## src/rtl/if_stage_pkg.sv

```systemverilog
// Shared types and constants for the instruction-fetch stage.
package if_stage_pkg;

  localparam int unsigned INSTR_W   = 16;
  localparam int unsigned OPC_W     = 4;
  localparam int unsigned DEF_PC_W  = 16;
  localparam int unsigned DEF_OFF_W = 6;

  localparam logic [OPC_W-1:0] OP_BRANCH = 4'b1100;
  localparam logic [OPC_W-1:0] OP_NOP    = 4'b0000;

  // Fetch-stage control states.
  typedef enum logic [1:0] {
    FETCH      = 2'd0,
    BR_HOLD    = 2'd1,
    BR_RESOLVE = 2'd2
  } state_t;

  // Payload presented to decode: the instruction and its bubble marker.
  typedef struct packed {
    logic [INSTR_W-1:0] instr;
    logic               bubble;
  } dec_word_t;

  // Value decode sees after reset: a NOP marked as a bubble.
  localparam dec_word_t DEC_RESET = '{instr: {OP_NOP, (INSTR_W-OPC_W)'(0)}, bubble: 1'b1};

  // True when the fetched word carries the branch opcode.
  function automatic logic is_branch(input logic [INSTR_W-1:0] instr);
    return instr[INSTR_W-1 -: OPC_W] == OP_BRANCH;
  endfunction

endpackage

```

## src/rtl/if_pc_unit.sv

```systemverilog
// Program counter: register, sequential increment and branch-target load.
module if_pc_unit
  import if_stage_pkg::*;
#(
  parameter int unsigned     PC_W     = DEF_PC_W,
  parameter int unsigned     OFF_W    = DEF_OFF_W,
  parameter logic [PC_W-1:0] RESET_PC = '0
) (
  input  logic             clk,
  input  logic             rst,
  input  logic             inc_en,
  input  logic             br_load,
  input  logic [OFF_W-1:0] offset,
  output logic [PC_W-1:0]  pc
);

  localparam int unsigned EXT_W = PC_W - OFF_W;

  logic [PC_W-1:0] pc_q;
  logic [PC_W-1:0] pc_nx;
  logic [PC_W-1:0] pc_inc;
  logic [PC_W-1:0] off_ext;
  logic [PC_W-1:0] br_target;

  // pc already points one past the branch when the target is formed.
  assign pc_inc    = pc_q + PC_W'(1);
  assign off_ext   = {{EXT_W{offset[OFF_W-1]}}, offset};
  assign br_target = pc_q + off_ext;

  // Load select: branch redirect wins over sequential increment.
  always_comb begin
    pc_nx = pc_q;
    if (br_load) begin
      pc_nx = br_target;
    end else if (inc_en) begin
      pc_nx = pc_inc;
    end
  end

  // PC register with synchronous active-low reset.
  always_ff @(posedge clk) begin
    if (!rst) begin
      pc_q <= RESET_PC;
    end else begin
      pc_q <= pc_nx;
    end
  end

  assign pc = pc_q;

endmodule

```

## src/rtl/if_stage.sv

```systemverilog
// Instruction-fetch stage: fetches one word per handshake, presents it to
// decode for one cycle and freezes across branches until decode resolves them.
module if_stage
  import if_stage_pkg::*;
#(
  parameter int unsigned     PC_W     = DEF_PC_W,
  parameter logic [PC_W-1:0] RESET_PC = '0,
  parameter int unsigned     OFF_W    = DEF_OFF_W
) (
  input  logic               clk,
  input  logic               rst,
  input  logic               stall_in,
  output logic               imem_req,
  output logic [PC_W-1:0]    imem_addr,
  input  logic               imem_ready,
  input  logic [INSTR_W-1:0] imem_rdata,
  output logic [INSTR_W-1:0] instruction_out,
  output logic               instruction_decode_en,
  output logic [PC_W-1:0]    pc_out,
  input  logic               branch_taken,
  input  logic [OFF_W-1:0]   branch_offset_imm
);

  state_t          state_q;
  state_t          state_nx;
  dec_word_t       out_q;
  dec_word_t       out_nx;
  logic [PC_W-1:0] pc_out_q;
  logic [PC_W-1:0] pc_out_nx;
  logic [PC_W-1:0] pc;
  logic            xfer;
  logic            pc_inc_en;
  logic            br_load;

  if_pc_unit #(
    .PC_W     (PC_W),
    .OFF_W    (OFF_W),
    .RESET_PC (RESET_PC)
  ) u_pc (
    .clk     (clk),
    .rst     (rst),
    .inc_en  (pc_inc_en),
    .br_load (br_load),
    .offset  (branch_offset_imm),
    .pc      (pc)
  );

  // Memory request is combinational so the handshake completes in one cycle.
  assign imem_req  = (state_q == FETCH) & ~stall_in & rst;
  assign imem_addr = pc;
  assign xfer      = imem_req & imem_ready;

  // Next state, next decode payload and PC control; a stall holds everything.
  always_comb begin
    state_nx  = state_q;
    out_nx    = out_q;
    pc_out_nx = pc_out_q;
    pc_inc_en = 1'b0;
    br_load   = 1'b0;
    if (!stall_in) begin
      unique case (state_q)
        FETCH: begin
          if (xfer) begin
            out_nx.instr  = imem_rdata;
            out_nx.bubble = 1'b0;
            pc_out_nx     = pc;
            pc_inc_en     = 1'b1;
            if (is_branch(imem_rdata)) begin
              state_nx = BR_HOLD;
            end
          end else begin
            out_nx.bubble = 1'b1;
          end
        end
        BR_HOLD: begin
          // Branch was presented for its single cycle; bubble from here on.
          out_nx.bubble = 1'b1;
          state_nx      = BR_RESOLVE;
        end
        BR_RESOLVE: begin
          out_nx.bubble = 1'b1;
          br_load       = branch_taken;
          state_nx      = FETCH;
        end
        default: begin
          state_nx = FETCH;
        end
      endcase
    end
  end

  // State and decode-facing output registers.
  always_ff @(posedge clk) begin
    if (!rst) begin
      state_q  <= FETCH;
      out_q    <= DEC_RESET;
      pc_out_q <= RESET_PC;
    end else begin
      state_q  <= state_nx;
      out_q    <= out_nx;
      pc_out_q <= pc_out_nx;
    end
  end

  assign instruction_out       = out_q.instr;
  assign instruction_decode_en = out_q.bubble;
  assign pc_out                = pc_out_q;

endmodule

```

## config.mk

```make
export PLATFORM = sky130hd
export DESIGN_NAME = if_stage
export DESIGN_NICKNAME = d
export VERILOG_FILES = /design/src/rtl/if_stage_pkg.sv /design/src/rtl/if_pc_unit.sv /design/src/rtl/if_stage.sv
export SDC_FILE = /design/constraint.sdc
export NUM_CORES = 1
export LEC_CHECK = 0
export ABC_CLOCK_PERIOD_IN_PS = 4400
export BUFFER_PORTS_ARGS = -buffer_cell sky130_fd_sc_hd__buf_4
export CORE_UTILIZATION = 25
export DETAILED_ROUTE_END_ITERATION = 10
export GPL_TIMING_DRIVEN = 0
export PLACE_DENSITY_LB_ADDON = 0.25
export SLEW_MARGIN = 40
export SYNTH_ARGS = -nofsm -noshare
export SYNTH_HDL_FRONTEND = slang
export SYNTH_HIERARCHICAL = 1
export SYNTH_SLANG_ARGS = --single-unit
```

## constraint.sdc

```tcl
create_clock -name clk -period 4.4 [get_ports clk]
set_input_delay 0.44 -clock clk [delete_from_list [all_inputs] [get_ports clk]]
set_output_delay 0.44 -clock clk [all_outputs]
set_load 0.01 [all_outputs]
```

-- Yosys cells after proc, flatten, opt, wreduce, memory -nomap -nowiden
Cells that the tools add are included.
- output and inout bits: 50
- input port bits: 27
- register bits: 51
- word-level logic and storage cells: 35
- equal/unequal tests: 5
- reductions and logical operators: 7
- add/sub/neg operators: 2
- muxes and demuxes: 12
- bitwise operators: 4
- operators by type and width (kind ; count):
    $mux 16 ; 2
    $add 16x1->16 const B ; 1
    $add 16x16->16 ; 1
    $mux 1 ; 6
    $reduce_and 3->1 ; 2
    $eq 4x4->1 const B ; 1
    $mux 2 ; 2
    $pmux 2 s2 ; 1
    $reduce_bool 2->1 ; 2
    $and 1x1->1 ; 3
    $eq 2x1->1 const B ; 1
    $eq 2x2->1 const B ; 1
    $logic_not 2->1 ; 1
    $ne 2x1->1 const B ; 1
    $ne 2x2->1 const B ; 1
    $pmux 1 s2 ; 1
    $reduce_and 2->1 ; 1
    $reduce_or 2->1 ; 1
    $not 1->1 ; 1

-- Longest topological paths before layout
- depth in word-level cells: 9
- gate-level depth with buffers: 12
- gate-level depth less buffers: 12

-- Cells and area by module
Netlist, hierarchy kept.
- by module, submodules not included (module ; area an instance (sq um) ; seq. area each (sq um) ; instances ; cells an instance):
    if_stage ; 1493.9 ; 700.7 ; 1 ; 167
    if_pc_unit ; 1136.1 ; 320.3 ; 1 ; 140

-- Worst setup path before layout
No wires, ideal clock.
- kind: register to register
- from: register state_q[0]
- to: register u_pc.pc_q[14], in the netlist u_pc/pc[14]
- period minus slack after synthesis: 3.081 ns
- library setup time: 0.067 ns
- arrival: 3.014 ns
- path buffers: 0
- required time: 4.333 ns
- cell stages (with the launch flop): 13
- setup slack: 1.319 ns
- cell sequence: dfxtp_1 -> inv_1 -> ha_1 -> nand2_1 -> nor2_1 -> or2b_1 -> ha_1 -> fa_1 -> a211oi_1 -> o21bai_2 -> or4b_1 -> a21o_1 -> a21oi_2
- elaborated cells on any way between the ends: 12
- those cells by class: eq/ne: 1; mux: 6; bitwise: 3; reduce/logical: 2
- RTL lines (item ; line ; source):
    from (decl) ; if_stage.sv:24 ; state_t state_q;
    from (signal assigned) ; if_stage.sv:99 ; state_q <= state_nx;
    $eq 2x2->1 * ; if_stage.sv:61 ; unique case (state_q)
    $mux 1 * ; if_stage.sv:61 ;
    $mux 1 * ; if_stage.sv:60 ; if (!stall_in) begin
    via br_load ; if_stage.sv:33 ; logic br_load;
    $mux 16 or $reduce_bool 2->1 (tied branches) ; n/a ;
    to (signal assigned) ; if_pc_unit.sv:45 ; pc_q <= pc_nx;
    to (decl) ; if_pc_unit.sv:19 ; logic [PC_W-1:0] pc_q;
Mark *: on every way through the listed nets, which the timed path passes. The rest lies on a longest branch.
A chain may end at the register's enable or synchronous reset.

-- Worst setup path after layout
Ends and elaborated chain as after synthesis.

==> out/qor.csv <==
metric,value,unit
max incr delay on CP,530,ps
Max transition margin,57.38,%
GRT Overall Usage,12.59,%
via count,2310,
Final Wtd Congestion,0.7884,
number of I/O port buffers,76,
HP Class,in2reg,
Yosys top cell area share,38.82,%
final instance area,3473,µm²
HPWL Detailed,5074,µm
area growth from synthesis to layout,32.06,%
Remaining DRCs,1,
# hold bufs at CTS,0,
"most used cell, CP",ha_1,
Layout Skew,7.707,ps
register area share after synthesis,38.82,%
H-tree levels,2,
Top Ports,77,
Longest Clk Path Bufs,2,
worst slew pin tran,636.9,ps
CP startpoint kind,flop,
Initial DRC Count,84,
first-pass detailed-route iteration total,7,
final setup TNS,0,ps
post-synth top area cell,dfxtp_1,
most common cell in the netlist,nand2_1,
Setup crit end,u_pc/pc[14],
Clock Latency Late Sink,300,ps
share of layout cells above drive strength 1,27.44,%
power per cell area,251.3,nW/µm²
Final Slew Violations,0,
hold_ws,377.9,ps
placed cell area,3371,µm²
largest net degree at the start of global routing,15,
Placed Cells incl. Taps,519,
crit path max fanout,10,
synth unique cells,43,
CP Depth,12,
unrepaired setup endpoints after global routing,no,
Max Clk Rate,0.2791,GHz
Synth Net Count,345,
CP top delay family,simple AND/OR/NAND/NOR gates,
clk slew on worst S/H paths,90,ps
synthesized netlist cell count,307,
# setup viols final,0,
non-filler cells in the finished layout,526,
Synth top cells by count,"nand2_1, dfxtp_1, a21boi_1, mux2i_1, nor2_1",
Pleak,1.448,nW
Setup Buffers After CTS,0,
filler cell count,1108,
first-pass GRT wire length,11080,µm
WP data arrival,3820,ps
CP startpoint,state_q[0],
core area,10280,µm²
global route total overflow,0,
FF-to-FF path depth,12,
post-CTS sizing,0,
Seq cells post-synth,51,
Synth Cell Area,2630,µm²
Final min period,3583,ps
via/cell ratio,4.392,
CTS tree,yes,
reg2reg end,u_pc/pc[14],
initial antenna violation count,0,
critical path class,reg2reg,
slowest CP cell,or4b_1,
Syn Area/Cell,8.567,µm²
diode count,0,
die area,10930,µm²
period utilization,81.43,%
vias in the first global route,2168,
Max Cap Viol,0,
final hold viol count,0,
Sink Count,51,
FP Rows,37,
Post-Route WL,6731,µm
per-cell routed wire length,12.80,µm
outcome,"complete, but fails checks",
Reg2Reg Setup Slack,820,ps
min-delay src,imem_rdata[4],
DIE HEIGHT,104.6,µm
Initial Util,25.59,%
die width,104.6,µm
Post-synth ARST share,0,%
Ys Warns,6,
nature of the critical path endpoint,flop,
sum of buffers and inverters on the critical path,1,
Reg-to-Reg Start,state_q[0],
DRT antenna net count,0,
worst-path cell chain,"inv_1, ha_1, nand2_1, nor2_1, or2b_1, ha_1, fa_1, a211oi_1, o21bai_2, or4b_1, a21o_1, a21oi_2",
clock root cell,clkbuf_8,
"EDFF count, synth",0,
violated checks,design-rule violations,
Critical Path RT,4640,ps
clock buffer count from CTS,5,
leading post-synthesis cells by cell area,"dfxtp_1, nand2_1, mux2i_1",
Final nets,428,
Worst VDD drop,0.0001323,V
Synth Flop Type,dfxtp_1,
## through the flow
stage,util [%],worst slack (ps),total power (W)
after floorplan,-,1319,0.0005225
after global placement,32.80,865.7,0.0005639
after detailed placement,32.80,871.5,0.0005650
after CTS,33.80,813.5,0.0008912
after global routing,33.80,597.6,0.0009194
final,33.80,817.0,0.0008728
## kinds of logic (layout without fill, tap and decap cells)
kind of cell	Yosys count	after routing	share of synthesized area, %
xor+xnor	1	1	0.3331
flops	51	51	38.82
buf+inv	19	102	4.139
simple gates	147	147	26.64
fa+ha+maj	11	11	5.519
compound gates	60	60	17.70
mux	18	18	6.851
## layout by cell type, fill, tap and decap left out, types with 3 or more instances in the layout
| cell | n |
|---|---|
| buf_6 | 3 |
| nor4_1 | 3 |
| a21boi_1 | 20 |
| a21oi_1 | 8 |
| dfxtp_1 | 51 |
| mux2i_1 | 18 |
| inv_1 | 4 |
| a21o_1 | 3 |
| nand3_1 | 5 |
| nand2_1 | 88 |
| clkbuf_1 | 8 |
| o21ai_0 | 7 |
| nand4_1 | 3 |
| ha_1 | 10 |
| and2_1 | 5 |
| nor3_1 | 4 |
| a211oi_1 | 5 |
| clkbuf_8 | 5 |
| buf_4 | 78 |
| a21boi_2 | 10 |
| nand2b_1 | 7 |
| or3_1 | 5 |
| nor2_1 | 15 |
## power by group
| part | switching (W) | total, W | internal (W) | leakage, nW |
|---|---|---|---|---|
| Sequential | 0.00000419 | 0.000472 | 0.000468 | 0.412 |
| Clock | 0.000153 | 0.000320 | 0.000167 | 0.0513 |
| Combinational | 0.0000396 | 0.0000808 | 0.0000412 | 0.984 |
| Total | 0.000197 | 0.000873 | 0.000676 | 1.45 |
## cell type report
| class | count | area [µm²] | share of cell area [%] |
|---|---|---|---|
| multi-input combinational | 237 | 1500 | 43.19 |
| sequential | 51 | 1021 | 29.39 |
| timing repair buffer | 76 | 570.5 | 16.43 |
| tap | 136 | 170.2 | 4.899 |
| buffer | 14 | 87.58 | 2.522 |
| clock buffer | 6 | 72.57 | 2.089 |
| clock inverter | 1 | 30.03 | 0.8646 |
| inverter | 5 | 21.27 | 0.6124 |
## worst register-to-register path: stages (launching register included)
cell and delay, ps:
dfxtp_1 350, inv_1 120, ha_1 150, nand2_1 50, nor2_1 490, or2b_1 280, ha_1 230, fa_1 440
a211oi_1 370, o21bai_2 220, or4b_1 530, a21o_1 180, a21oi_2 110
## flip-flops by register name, summed over array words and instances, names as in the netlist
name / cells
instruction_decode_en: 1
instruction_out: 16
pc_out: 16
state_q: 2
u_pc/pc: 16
## layer usage
| layer | up-vias | global-route usage [%] | routed length (µm) |
|---|---|---|---|
| met5 | - | 0 | 0 |
| met4 | 0 | 3.776 | 76 |
| met3 | 6 | 2.620 | 206 |
| met2 | 39 | 20.06 | 3047 |
| met1 | 1056 | 17.00 | 3402 |
| li1 | 1209 | - | - |
## worst min-delay path by stage
stage	end	slack, ps	cells past startpoint
detailed placement	instruction_out[5]	450	2
floorplan	state_q[1]	470	2
CTS	instruction_out[4]	370	3
global placement	instruction_out[5]	440	2
global route	instruction_out[6]	360	3
finish	instruction_out[4]	380	3
Power figures use the tool's default switching activity.
